==> src/rtl/grasshopper_round_ctrl_if.sv <==
// Block-level bus for the Grasshopper round sequencer: input/output streams,
// key_xor stage port and the S+L request/ack port.
interface grasshopper_round_ctrl_if;
  localparam int unsigned DATA_W  = 128;
  localparam int unsigned STAGE_W = 4;

  logic               in_valid;
  logic               in_ready;
  logic [DATA_W-1:0]  data_i;
  logic [STAGE_W-1:0] stage_num_o;
  logic [DATA_W-1:0]  kx_data_o;
  logic [DATA_W-1:0]  kx_data_i;
  logic               sl_req_o;
  logic [DATA_W-1:0]  sl_data_o;
  logic               sl_ack_i;
  logic [DATA_W-1:0]  sl_data_i;
  logic               out_valid;
  logic               out_ready;
  logic [DATA_W-1:0]  data_o;

  // Controller side
  modport slave (
    input  in_valid, data_i, kx_data_i, sl_ack_i, sl_data_i, out_ready,
    output in_ready, stage_num_o, kx_data_o, sl_req_o, sl_data_o, out_valid, data_o
  );

  // Environment side: source, key_xor, S+L unit and sink
  modport master (
    output in_valid, data_i, kx_data_i, sl_ack_i, sl_data_i, out_ready,
    input  in_ready, stage_num_o, kx_data_o, sl_req_o, sl_data_o, out_valid, data_o
  );
endinterface

==> src/rtl/grasshopper_round_ctrl.sv <==
// Grasshopper round sequencer: 10 key-xor stages interleaved with 9 S+L passes.
// Optional SL watchdog with err_o pulse when GRASS_SL_TIMEOUT_EN is defined.
module grasshopper_round_ctrl (
  input  logic                      clk,
  input  logic                      rst,
  grasshopper_round_ctrl_if.slave   bus,
`ifdef GRASS_SL_TIMEOUT_EN
  output logic                      busy_o,
  output logic                      err_o
`else
  output logic                      busy_o
`endif
);
  localparam int unsigned DATA_W     = 128;
  localparam int unsigned ROUND_W    = 4;
  localparam int unsigned LAST_ROUND = 9;

  typedef enum logic [1:0] {
    ST_IDLE = 2'd0,
    ST_XOR  = 2'd1,
    ST_SL   = 2'd2,
    ST_DONE = 2'd3
  } fsm_e;

  fsm_e               fsm_q, fsm_d;
  logic [DATA_W-1:0]  state_q, state_d;
  logic [ROUND_W-1:0] round_q, round_d;

`ifdef GRASS_SL_TIMEOUT_EN
  localparam int unsigned WDOG_W     = 8;
  localparam int unsigned WDOG_LIMIT = 255;

  logic [WDOG_W-1:0] wdog_q, wdog_d;
  logic              err_q, err_d;

  always_ff @(posedge clk or negedge rst) begin
    if (!rst) begin
      wdog_q <= '0;
      err_q  <= 1'b0;
    end else begin
      wdog_q <= wdog_d;
      err_q  <= err_d;
    end
  end

  assign err_o = err_q;
`endif

  always_ff @(posedge clk or negedge rst) begin
    if (!rst) begin
      fsm_q   <= ST_IDLE;
      state_q <= '0;
      round_q <= '0;
    end else begin
      fsm_q   <= fsm_d;
      state_q <= state_d;
      round_q <= round_d;
    end
  end

  // Next-state: xor stage, then S+L until the last round, then present result
  always_comb begin
    fsm_d   = fsm_q;
    state_d = state_q;
    round_d = round_q;
`ifdef GRASS_SL_TIMEOUT_EN
    wdog_d  = wdog_q;
    err_d   = 1'b0;
`endif
    case (fsm_q)
      ST_IDLE: begin
        if (bus.in_valid) begin
          state_d = bus.data_i;
          round_d = '0;
          fsm_d   = ST_XOR;
        end
      end
      ST_XOR: begin
        state_d = bus.kx_data_i;
        fsm_d   = (round_q == ROUND_W'(LAST_ROUND)) ? ST_DONE : ST_SL;
`ifdef GRASS_SL_TIMEOUT_EN
        wdog_d  = '0;
`endif
      end
      ST_SL: begin
        if (bus.sl_ack_i) begin
          state_d = bus.sl_data_i;
          round_d = round_q + ROUND_W'(1);
          fsm_d   = ST_XOR;
`ifdef GRASS_SL_TIMEOUT_EN
        end else if (wdog_q == WDOG_W'(WDOG_LIMIT - 1)) begin
          // 255th unacknowledged SL cycle: abort, state/round left as they are
          fsm_d  = ST_IDLE;
          err_d  = 1'b1;
        end else begin
          wdog_d = wdog_q + WDOG_W'(1);
`endif
        end
      end
      ST_DONE: begin
        if (bus.out_ready) begin
          fsm_d = ST_IDLE;
        end
      end
      default: fsm_d = ST_IDLE;
    endcase
  end

  // Data outputs always mirror the registers; only handshakes are state-gated
  assign bus.in_ready    = (fsm_q == ST_IDLE);
  assign bus.sl_req_o    = (fsm_q == ST_SL);
  assign bus.out_valid   = (fsm_q == ST_DONE);
  assign bus.stage_num_o = round_q;
  assign bus.kx_data_o   = state_q;
  assign bus.sl_data_o   = state_q;
  assign bus.data_o      = state_q;
  assign busy_o          = (fsm_q != ST_IDLE);

endmodule

==> src/flat_wrapper.sv <==
// flat-port wrapper written by rule: the top's interface ports become plain ports
module grasshopper_round_ctrl_flat 
  (clk, rst, busy_o, bus_in_valid, bus_data_i, bus_kx_data_i, bus_sl_ack_i, bus_sl_data_i, bus_out_ready, bus_in_ready, bus_stage_num_o, bus_kx_data_o, bus_sl_req_o, bus_sl_data_o, bus_out_valid, bus_data_o);
  grasshopper_round_ctrl_if bus_i ();
  input  logic clk;
  input  logic rst;
  output logic busy_o;
  input wire logic [$bits(bus_i.in_valid)-1:0] bus_in_valid;
  input wire logic [$bits(bus_i.data_i)-1:0] bus_data_i;
  input wire logic [$bits(bus_i.kx_data_i)-1:0] bus_kx_data_i;
  input wire logic [$bits(bus_i.sl_ack_i)-1:0] bus_sl_ack_i;
  input wire logic [$bits(bus_i.sl_data_i)-1:0] bus_sl_data_i;
  input wire logic [$bits(bus_i.out_ready)-1:0] bus_out_ready;
  output wire logic [$bits(bus_i.in_ready)-1:0] bus_in_ready;
  output wire logic [$bits(bus_i.stage_num_o)-1:0] bus_stage_num_o;
  output wire logic [$bits(bus_i.kx_data_o)-1:0] bus_kx_data_o;
  output wire logic [$bits(bus_i.sl_req_o)-1:0] bus_sl_req_o;
  output wire logic [$bits(bus_i.sl_data_o)-1:0] bus_sl_data_o;
  output wire logic [$bits(bus_i.out_valid)-1:0] bus_out_valid;
  output wire logic [$bits(bus_i.data_o)-1:0] bus_data_o;
  assign bus_i.in_valid = bus_in_valid;
  assign bus_i.data_i = bus_data_i;
  assign bus_i.kx_data_i = bus_kx_data_i;
  assign bus_i.sl_ack_i = bus_sl_ack_i;
  assign bus_i.sl_data_i = bus_sl_data_i;
  assign bus_i.out_ready = bus_out_ready;
  assign bus_in_ready = bus_i.in_ready;
  assign bus_stage_num_o = bus_i.stage_num_o;
  assign bus_kx_data_o = bus_i.kx_data_o;
  assign bus_sl_req_o = bus_i.sl_req_o;
  assign bus_sl_data_o = bus_i.sl_data_o;
  assign bus_out_valid = bus_i.out_valid;
  assign bus_data_o = bus_i.data_o;
  grasshopper_round_ctrl u_core (.clk(clk), .rst(rst), .bus(bus_i), .busy_o(busy_o));
endmodule
==> config.mk <==
export PLATFORM = sky130hd
export DESIGN_NAME = grasshopper_round_ctrl_flat
export DESIGN_NICKNAME = d
export VERILOG_FILES = /design/src/rtl/grasshopper_round_ctrl_if.sv /design/src/rtl/grasshopper_round_ctrl.sv /design/src/flat_wrapper.sv
export SDC_FILE = /design/constraint.sdc
export NUM_CORES = 1
export LEC_CHECK = 0
export BUFFER_PORTS_ARGS = -buffer_cell sky130_fd_sc_hd__buf_2
export CORE_AREA = 2 2 302 304
export DETAILED_ROUTE_END_ITERATION = 12
export DIE_AREA = 0 0 304 306
export GPL_TIMING_DRIVEN = 0
export PLACE_DENSITY_LB_ADDON = 0.15
export REMOVE_ABC_BUFFERS = 1
export SYNTH_ARGS = -nofsm -noshare
export SYNTH_HDL_FRONTEND = slang
export SYNTH_SLANG_ARGS = --single-unit
export TNS_END_PERCENT = 20
==> constraint.sdc <==
create_clock -name clk -period 4.87 [get_ports clk]
set_input_delay 0.2435 -clock clk [delete_from_list [all_inputs] [get_ports clk]]
set_output_delay 0.2435 -clock clk [all_outputs]
set_load 0.02 [all_outputs]
**Word level (Yosys, flattened, before mapping)**

Index checks and enable logic that the tools add are counted.

- Register bits: 134
- Latch bits: 0
- Memory bits (writable): 0
- ROM bits: 0
- Output and inout bits: 392
- Word-level logic and storage cells: 29
- Memories kept: 0

- Add/subtract/negate cells: 1
- $mul: 0
- Div/mod/pow operators: 0
- Order comparisons: 0
- Equality and inequality tests: 7
- Shift operators: 0
- Muxes and demuxes: 11
- Bitwise logic cells: 0
- Reduce and logical (&&, ||, !) cells: 7

Operators with widths:

| kind | count |
|---|---|
| one-hot mux 128 bit (3 select lines) | 1 |
| 2-to-1 mux 128 bit | 2 |
| AND reduction 3 bit | 3 |
| 2-to-1 mux 4 bit | 2 |
| one-hot mux 2 bit (4 select lines) | 1 |
| one-hot mux 4 bit (2 select lines) | 1 |
| 2-to-1 mux 2 bit | 3 |
| inequality test 2 bit, second input constant | 3 |
| adder 4 x 1 -> 4 bit, second input constant | 1 |
| equality test 2 bit, second input constant | 2 |
| equality test 4 bit, second input constant | 1 |
| nonzero test 2 bit | 2 |
| nonzero test 3 bit | 1 |
| equality test 2 x 1 -> 1 bit, second input constant | 1 |
| logical NOT 2 bit | 1 |
| 2-to-1 mux 1 bit | 1 |

**Depth between registers and ports, before layout**

Gate-level depths: netlist (run 1).

- Word-level depth: 3
- Gate-level depth with buffers: 8

**Worst setup path after synthesis (run 1)**

No wires, ideal clock.

- Path kind: reg-to-reg
- From: register u_core.fsm_q[0]
- To: register u_core.state_q[122], in the netlist u_core.bus.data_o[122]
- Setup time: 0.125 ns
- Data arrival time: 1.734 ns
- Data required time: 4.745 ns
- Setup slack: 3.011 ns
- Stages on the path, launching flop included: 9
- Period minus slack after synthesis: 1.859 ns
- Cell sequence: dfrtp_1 > inv_1 > ha_1 > buf_2 > buf_6 > buf_4 > a22oi_1 > a21oi_1 > mux2_4

- Cells in the longest elaborated chain, start to end: 3
- Elaborated cells on any way between the ends: 8

Ends and longest elaborated chain:

| element | RTL line | RTL |
|---|---|---|
| start: declaration | grasshopper_round_ctrl.sv:25 | `fsm_e fsm_q, fsm_d;` |
| start signal: assignment | grasshopper_round_ctrl.sv:55 | `fsm_q <= fsm_d;` |
| equality test 2 bit (*) | -- |  |
| via bus_sl_req_o | flat_wrapper.sv:17 | `output wire logic [$bits(bus_i.sl_req_o)-1:0] bus_sl_req_o;` |
| inequality test 2 bit (no line) / nonzero test 3 bit (equally long branches) | -- |  |
| AND reduction 3 bit (no line) | -- |  |
| end signal: assignment | grasshopper_round_ctrl.sv:56 | `state_q <= state_d;` |
| end: declaration | grasshopper_round_ctrl.sv:26 | `logic [DATA_W-1:0] state_q, state_d;` |

Mark *: on every way through the listed nets, which the timed path passes. The rest lies on a longest branch.
A chain may end at the register's enable or synchronous reset.

**Worst setup path in the final report (run 1)**

- From: register u_core.fsm_q[0]
- To: register u_core.state_q[82], in the netlist u_core.bus.data_o[82]

- Cells in the longest elaborated chain, start to end: 3
- Elaborated cells on any way between the ends: 8

Ends and longest elaborated chain:

| element | RTL line | RTL |
|---|---|---|
| equality test 2 bit (tied with other cells) | grasshopper_round_ctrl.sv:70 | `case (fsm_q)` |
| inequality test 2 bit (no line) / nonzero test 3 bit (equally long branches) | -- |  |
| AND reduction 3 bit (no line) | -- |  |

Several ways; a longest one is shown, not always the timed one.

==> impl_metrics.tcl, run 1 <==
set metrics [dict create \
    post-synth-top-count-cell "buf_4" \
    clk_pin_slew_ns 0.06 \
    clk_latency_ns 0.47 \
    fillCellCount 10213 \
    cts_max_level 4 \
    track_usage_pct 7.96 \
    required_ns 5.22 \
    critPathMaxFanout 68 \
    r2r_slack_ns 1.65 \
    ys_warn_count 0 \
    rows 110 \
    r2r-start "u_core.fsm_q[0]$_DFFE_PN0P_" \
    stdcell_area_um2 13900 \
    grt_pass1_vias 8538 \
    root_buffer "clkbuf_16" \
    yosysSeqAreaShare_pct 33.2 \
    final-max-slew-violation-count 0 \
    power.leakage_nw 6.93 \
    synth_top_area_share_pct 33.2 \
    drt-initial-drc-count 387 \
    worst_pin_slew_ns 0.933 \
    powerDensity_nw_per_um2 949 \
    wl_per_cell_um 14.5 \
    timing.setup.tns_ns 0 \
    critPathKind "reg -> reg" \
    routed_wl_mm 39.0 \
    drive_gt1_share_pct 63.0 \
    hold_viol 0 \
    synth_area_leaders "dfrtp_1 (33%), buf_4 (19%), mux2_4 (18%), a22oi_1 (9.5%), a21oi_1 (6.4%)" \
    synth_adder_area_share_pct 0.868 \
    ys_types 34 \
    cts_sinks 134 \
    synth_area_um2 10100 \
    cap_violations 0 \
    crit_end "u_core.bus.data_o[82]$_DFFE_PN0P_" \
    cts_buffer_depth 2 \
    synth_seq_cells 134 \
    pre_cts_ws_ns 1.59 \
    synth-simple-area-share_pct 5.93 \
    place_area_um2 13300 \
    startpoint "u_core.fsm_q[0]$_DFFE_PN0P_" \
    start_util_pct 11.3 \
    holdWs_ns 0.132 \
    synth_commonest_cells "buf_4 (257), dfrtp_1 (134), nor2_1 (129)" \
    synth_top_family_by_area "buffers and inverters" \
    synth_xor_area_share_pct 0 \
    io_buffers 780 \
    start_kind "flop" \
    antenna_found_initial 1 \
    grt_setup_unrepaired "no" \
    register_area_um2 3350 \
    grt_max_degree 91 \
    fp.dieW_um 304 \
    drtPass1Iterations 6 \
    min_path_type "in -> reg" \
    synth.avg_cell_area_um2 9.94 \
    route.vias.total 8952 \
    core-area_um2 89600 \
    slew_headroom_pct 37.8 \
    synth.area.mux_share_pct 19.1 \
    place_congestion 0.751 \
    synthFlopType "dfrtp_1" \
    status "finished, final reports clean" \
    place_inst 2652 \
    die_area_um2 93000 \
    routed_via_density 3.34 \
    cts_made_buffers 17 \
    synth_area_leader_cell "dfrtp_1" \
    fin_cells 2684 \
    layout_setup_ws_ns 1.65 \
    fin_crit_ns 3.22 \
    drcViolationCount 0 \
    diodes 0 \
    power_mw 13.2 \
    cp.arrival_ns 3.56 \
    die_h_um 306 \
    vdd.ir_drop.worst_uv 425 \
    utilization_pct 15.6 \
    setup_violations 0 \
    ios 781 \
    synth_edf_count 0 \
    critPathCaptureType "flop" \
    area_delta_synth_final_pct 38.2 \
    fmax_mhz 311 \
    async_flop_share_pct 100 \
    finalCritPeriodShare_pct 66.0 \
    cts_tree "done" \
    ant_nets 0 \
    fin_nets 1892 \
    rr_worst_depth 7 \
    multi_input_area_um2 4320 \
    clock_skew_ns 0.00823 \
    grt_pass1_wl_mm 55.6 \
    synthCells 1015 \
    rr_endpoint "u_core.bus.data_o[82]$_DFFE_PN0P_" \
    synth_compound_gate_area_share_pct 16.6 \
    hpwlAfterDp_mm 30.9 \
    grt_overflow_total 0 \
]
## flip-flops by register name (all words and copies together) (netlist names)
signal                  cells
u_core.bus.data_o         128
u_core.bus.stage_num_o      4
u_core.fsm_q                2
## cells by family after synthesis
logic type | after synthesis
AOI/OAI and AO/OA | 266
adders and majority gates | 7
buffers and inverters | 332
DFF | 134
muxes | 131
and+or+nand+nor | 145
## layout by cell type (no fill, tap or decap), drive strengths merged, types with 2 or more instances in the layout
master    instances
ha                7
clkinvlp          2
a22o              2
mux2            130
inv               5
nand2             3
a22oi           128
nor2            129
o21ai             3
buf             788
nand2b            3
nand3             2
or2b              2
dfrtp           134
clkbuf           20
bufinv            4
nand3b            2
a21oi           128
clkinv            5
## routing by layer
layer | global-route usage (%) | wire (um) | up-vias
li1 | - | - | 4268
met1 | 8.66 | 14700 | 4222
met2 | 14.9 | 21300 | 429
met3 | 1.87 | 2240 | 31
met4 | 2.93 | 746 | 2
met5 | 0 | 16 | -
## worst min-delay path by stage
stage,startpoint,to,slack [ns],depth (start not counted)
final,bus_in_valid,u_core.bus.stage_num_o[3]$_DFFE_PN0P_,0.13,4
after global routing,bus_sl_ack_i,u_core.bus.stage_num_o[2]$_DFFE_PN0P_,0.11,3
after CTS,bus_in_valid,u_core.bus.stage_num_o[3]$_DFFE_PN0P_,0.06,4
after detailed placement,rst,u_core.bus.data_o[116]$_DFFE_PN0P_,0.31,1
after global placement,u_core.bus.data_o[93]$_DFFE_PN0P_,u_core.bus.data_o[93]$_DFFE_PN0P_,0.53,1
after floorplan,rst,u_core.bus.data_o[0]$_DFFE_PN0P_,-0.05,0
## where the power goes
group | leakage (nW) | internal (mW) | switching [mW]
Clock | 0.302 | 0.882 | 0.577
Combinational | 5.03 | 4.02 | 5.25
Sequential | 1.60 | 1.76 | 0.733
## cell type report
type                            count  share of cell area [%]
Sequential cell                   134                    24.1
Inverter                            5                   0.135
Timing Repair Buffer              789                    29.7
Clock buffer                       20                    3.28
Tap cell                         1176                    10.6
Clock inverter                     11                    1.26
Multi-Input combinational cell    549                    31.0
## worst max-delay path: stages (launching register included)
cell	delay, ns
dfrtp_1	0.45
inv_1	0.19
ha_4	0.71
nand2b_2	0.17
nand3_4	0.51
buf_16	0.31
buf_16	0.28
mux2_4	0.33
## repair_timing
item,CTS,global route
resized for setup,0,0
buffers inserted,0,0
endpoints found under the hold margin,68,0
hold buffers,1,0
setup endpoints to repair,0,0
Power figures use the tool's default switching activity.
==> inputs of run 2 (changes only) <==
- ABC_AREA: default -> 1
- CORE_AREA: 2 2 302 304 -> 2 2 304 306
- DIE_AREA: 0 0 304 306 -> 0 0 306 308
- clock period: 4.87 -> 3 ns (I/O delays scaled with it)
==> impl_metrics.tcl, run 2 <==
set metrics [dict create \
    ios 781 \
    final-max-slew-violation-count 0 \
    wl_per_cell_um 13.4 \
    clock_skew_ns 0.0194 \
    routed_via_density 3.38 \
    fp.dieW_um 306 \
    core-area_um2 91000 \
    hold_viol 0 \
    place_congestion 0.752 \
    io_buffers 780 \
    die_h_um 308 \
    power.leakage_nw 8.12 \
    place_inst 3056 \
    area_delta_synth_final_pct 54.0 \
    synth_seq_cells 134 \
    layout_setup_ws_ns 0.286 \
    fin_nets 2442 \
    cts_buffer_depth 2 \
    cp.arrival_ns 3.12 \
    diodes 0 \
    hold_path_depth 4 \
    synth_xor_area_share_pct 0.0871 \
    grt_setup_unrepaired "no" \
    cts_tree "done" \
    root_buffer "clkbuf_16" \
    synth_area_leaders "dfrtp_1 (33%), nand2_1 (22%), buf_4 (20%), nand3_1 (6.9%), a21boi_0 (4.5%)" \
    die_area_um2 94200 \
    clk_latency_ns 0.46 \
    worst_pin_slew_ns 0.827 \
    start_kind "flop" \
    critPathKind "reg -> reg" \
    status "finished, final reports clean" \
    cts_made_buffers 17 \
    finalCritPeriodShare_pct 90.5 \
    synth_adder_area_share_pct 0.871 \
    synth_top_area_share_pct 33.3 \
    powerDensity_nw_per_um2 1290 \
    grt_max_degree 107 \
    yosysSeqAreaShare_pct 33.3 \
    drcViolationCount 0 \
    post-synth-top-count-cell "nand2_1" \
    synthFlopType "dfrtp_1" \
    fin_crit_ns 2.71 \
    synthCells 1421 \
    route.vias.total 10967 \
    min_path_type "in -> reg" \
    synth_area_leader_cell "dfrtp_1" \
    ys_warn_count 0 \
    track_usage_pct 8.65 \
    clk_pin_slew_ns 0.08 \
    setup_violations 0 \
    fmax_mhz 369 \
    cts_max_level 4 \
    vdd.ir_drop.worst_uv 621 \
    grt_overflow_total 0 \
    drive_gt1_share_pct 42.7 \
    slew_headroom_pct 44.9 \
    fin_cells 3245 \
    ant_nets 0 \
    hpwlAfterDp_mm 33.3 \
    critPathMaxFanout 67 \
    synth.area.mux_share_pct 0 \
    drt-initial-drc-count 385 \
    async_flop_share_pct 100 \
    final_common_cell "buf_2" \
    final_cell_mix "buf_2 (779), nand2_1 (587), dlygate4sd3_1 (155)" \
    start_util_pct 11.1 \
    drtPass1Iterations 5 \
    pre_cts_ws_ns -0.128 \
    synth_edf_count 0 \
    grt_pass1_vias 10659 \
    synth_top_family_by_area "simple AND/OR/NAND/NOR gates" \
    synth_commonest_cells "nand2_1 (587), buf_4 (263), nand3_1 (138)" \
    largest_reg_flops 128 \
    synth_area_um2 10100 \
    antenna_found_initial 1 \
    synth_compound_gate_area_share_pct 7.81 \
    rr_worst_depth 8 \
    routed_wl_mm 43.4 \
    synth-simple-area-share_pct 33.6 \
    critPathCaptureType "flop" \
    grt_pass1_wl_mm 62.2 \
    cts_sinks 134 \
    required_ns 3.40 \
    cap_violations 0 \
    synth.avg_cell_area_um2 7.08 \
    ys_types 21 \
    rows 111 \
]
==> run 2: final timing paths <==
kind | from | to | slack, ns
worst min register to register | u_core.bus.data_o[105]$_DFFE_PN0P_ | u_core.bus.data_o[105]$_DFFE_PN0P_ | 0.52
max in group asynchronous | rst | u_core.bus.data_o[99]$_DFFE_PN0P_ | 1.83
min in group asynchronous | rst | u_core.bus.data_o[25]$_DFFE_PN0P_ | 0.24
worst min-delay path | bus_data_i[111] | u_core.bus.data_o[111]$_DFFE_PN0P_ | 0.04
worst max-delay path | u_core.fsm_q[1]$_DFFE_PN0P_ | u_core.bus.data_o[55]$_DFFE_PN0P_ | 0.29
worst max register to register | u_core.fsm_q[1]$_DFFE_PN0P_ | u_core.bus.data_o[55]$_DFFE_PN0P_ | 0.29
==> run 2: routing by layer <==
| metal | global-route usage, % | vias up | routed length [um] |
|---|---|---|---|
| met1 | 9.22 | 5048 | 16600 |
| met3 | 1.86 | 30 | 2290 |
| li1 | - | 5464 | - |
| met2 | 16.7 | 423 | 23700 |
| met4 | 2.96 | 2 | 777 |
| met5 | 0 | - | 16 |
==> run 2: metrics by stage <==
| stage | area, um2 | util [%] | power (mW) | setup TNS, ns | hold slack [ns] |
|---|---|---|---|---|---|
| floorplan | 7660 | - | 10.8 | -208.30 | -0.146 |
| global placement | 13000 | 14.3 | 14.5 | -721.41 | 0.462 |
| detailed placement | 13300 | 14.7 | 16.9 | -0.179 | 0.216 |
| CTS | 15500 | 17.0 | 20.3 | 0 | 0.000209 |
| global route | 15500 | 17.0 | 21.7 | 0 | 0.0237 |
| finish | 15500 | 17.0 | 19.9 | 0 | 0.0363 |
==> run 2: critical path, cell delays in order, from the launching register on <==
cell and delay, ns:
dfrtp_1 0.44, inv_1 0.19, ha_4 0.67, buf_16 0.31, nand2_1 0.16, nand3_1 0.11
nand3_1 0.07, dlygate4sd3_1 0.56, nand2_1 0.06
==> run 2: final cells by class <==
class	instances	area, um2
fill	10446	75500
timing repair buffer	946	5730
multi-input combinational	935	4310
sequential	134	3350
tap	1186	1480
clock buffer	20	457
clock inverter	12	119
inverter	12	47.5
==> run 2: kinds of logic (layout without fill, tap and decap cells) <==
family,Yosys count,after routing
flip-flops,134,134
buffers and inverters,352,990
XOR/XNOR,1,1
adder cells (fa/ha/maj),7,7
AO/OA/AOI/OAI,127,127
AND/OR/NAND/NOR,800,800
==> run 2: repair_timing <==
action	CTS	global route
endpoints found under the setup margin	2	55
buffers inserted	0	2
endpoints found under the hold margin	140	0
resized for setup	2	0
hold buffers	155	0
pin swaps	0	1
==> run 2: power by group <==
part           switching, mW  internal, mW  total (mW)
registers               1.02          2.75        3.78
logic                   8.79          5.17        14.0
clock network          0.979          1.20        2.17
==> inputs of run 3 (changes only) <==
--- a/config.mk
+++ b/config.mk
@@ -7,8 +7,8 @@
 export LEC_CHECK = 0
 export ABC_AREA = 1
-export BUFFER_PORTS_ARGS = -buffer_cell sky130_fd_sc_hd__buf_2
 export CORE_AREA = 2 2 304 306
 export DETAILED_ROUTE_END_ITERATION = 12
 export DIE_AREA = 0 0 306 308
+export DONT_BUFFER_PORTS = 1
 export GPL_TIMING_DRIVEN = 0
 export PLACE_DENSITY_LB_ADDON = 0.15
==> constraint.sdc (replaced) <==
create_clock -name clk -period 3 [get_ports clk]
set_input_delay 0.3 -clock clk [delete_from_list [all_inputs] [get_ports clk]]
set_output_delay 0.3 -clock clk [all_outputs]
set_load 0.02 [all_outputs]
==> impl_metrics.tcl, run 3 (synthesis results as in run 2) <==
set metrics [dict create \
    drive_gt1_share_pct 8.19 \
    status "finished, violations left" \
    place_inst 2272 \
    largest_reg_flops 128 \
    start_kind "flop" \
    cts_max_level 4 \
    holdWs_ns -0.495 \
    powerDensity_nw_per_um2 1530 \
    grt_pass1_vias 7931 \
    power_mw 16.7 \
    setup_violations 0 \
    hpwlAfterDp_mm 25.5 \
    io_buffers 0 \
    hold_buffers 85 \
    routed_wl_mm 37.6 \
    die_area_um2 94200 \
    routed_via_density 3.33 \
    clk_latency_ns 0.49 \
    violations "negative hold slack" \
    utilization_pct 12.0 \
    fmax_mhz 365 \
    power.leakage_nw 4.62 \
    grt_setup_unrepaired "no" \
    rows 111 \
    clk_pin_slew_ns 0.07 \
    start_util_pct 11.1 \
    cts_made_buffers 17 \
    final-max-slew-violation-count 0 \
    route.vias.total 7986 \
    place_congestion 0.783 \
    required_ns 3.34 \
    clock_skew_ns 0.0119 \
    fp.dieW_um 306 \
    cts_sinks 134 \
    area_delta_synth_final_pct 8.18 \
    drtPass1Iterations 5 \
    ant_nets 0 \
    drt-initial-drc-count 394 \
    grt_max_degree 135 \
    cts_tree "done" \
    diodes 0 \
    layout_setup_ws_ns 0.263 \
    die_h_um 308 \
    antenna_found_initial 0 \
    fin_nets 1593 \
    critPathMaxFanout 60 \
    final_cell_mix "nand2_1 (587), nand3_1 (138), dfrtp_1 (134)" \
    vdd.ir_drop.worst_uv 667 \
    fin_crit_ns 2.74 \
    core-area_um2 91000 \
    min_path_type "in -> async" \
    cts_buffer_depth 2 \
    timing.setup.tns_ns 0 \
    stdcell_area_um2 10900 \
    slew_headroom_pct 25.8 \
    critPathCaptureType "flop" \
    grt_overflow_total 0 \
    drcViolationCount 0 \
    wl_per_cell_um 15.7 \
    pre_cts_ws_ns -0.383 \
    critPathKind "reg -> reg" \
    grt_pass1_wl_mm 50.3 \
    track_usage_pct 7.33 \
    root_buffer "clkbuf_16" \
    ios 781 \
    finalCritPeriodShare_pct 91.2 \
    cap_violations 0 \
    cp.arrival_ns 3.08 \
    rr_worst_depth 6 \
    rr_endpoint "u_core.bus.data_o[85]$_DFFE_PN0P_" \
    worst_pin_slew_ns 1.11 \
    final_common_cell "nand2_1" \
    fin_cells 2395 \
    r2r-start "u_core.fsm_q[0]$_DFFE_PN0P_" \
    place_area_um2 9320 \
    hold_viol 134 \
    r2r_slack_ns 0.26 \
]
-- run 3: changes by cell type in the layout (fill, tap and decap cells not counted), moves of 3 or more --
cell | previous run | this run
clkbuf_8 | 2 | 5
buf_2 | 779 | 0
inv_6 | 4 | 0
dlygate4sd3_1 | 155 | 85
-- run 3: report_power, final --
group | leakage, nW | internal, mW | switching (mW) | total [mW]
Combinational | 2.68 | 2.61 | 4.72 | 7.33
Sequential | 1.67 | 2.67 | 4.56 | 7.22
Clock | 0.270 | 1.24 | 0.904 | 2.14
Total | 4.62 | 6.52 | 10.2 | 16.7
-- run 3: area by class of cell --
cell class                 count  area, um2
fill                       10517      80100
inverter                      12       47.5
clock buffer                  24        502
multi-input combinational    936       4320
tap                         1186       1480
clock inverter                 7       70.1
sequential                   134       3350
timing repair buffer          96       1110
-- run 3: worst max-delay path by stage --
stage / startpoint / to / slack, ns / cells after the start
after floorplan: u_core.fsm_q[0]$_DFFE_PN0P_ / u_core.bus.data_o[10]$_DFFE_PN0P_ / -1.72 / 6
after global placement: u_core.fsm_q[0]$_DFFE_PN0P_ / u_core.bus.data_o[11]$_DFFE_PN0P_ / -5.11 / 6
after detailed placement: u_core.fsm_q[0]$_DFFE_PN0P_ / u_core.bus.data_o[85]$_DFFE_PN0P_ / -0.38 / 6
after CTS: u_core.fsm_q[0]$_DFFE_PN0P_ / u_core.bus.data_o[11]$_DFFE_PN0P_ / 0.05 / 9
after global routing: u_core.fsm_q[1]$_DFFE_PN0P_ / u_core.bus.data_o[85]$_DFFE_PN0P_ / 0.03 / 6
final: u_core.fsm_q[0]$_DFFE_PN0P_ / u_core.bus.data_o[85]$_DFFE_PN0P_ / 0.26 / 6
-- run 3: layer usage --
layer  up-vias  share of wire (%)  GRT usage, %
met1      3658                 37          7.25
met5         -                  0             0
met4         0                6.2          5.61
met3        85                6.6          2.57
met2       475                 50          12.6
li1       3768                  -             -
-- run 3: timing repair --
item                       4_1_cts  5_1_grt
setup endpoints to repair       70       36
cloned                           0        2
resized for setup                1        0
hold endpoints to repair       189      134
setup buffers                    3        2
pin swaps                        2        1
-- run 3: worst max-delay path: stages, from the launching register on --
cell and delay, ns:
dfrtp_1 0.46, inv_1 0.14, ha_4 0.68, inv_4 0.42, nand2_1 0.15, a21boi_0 0.53
o21ai_1 0.11
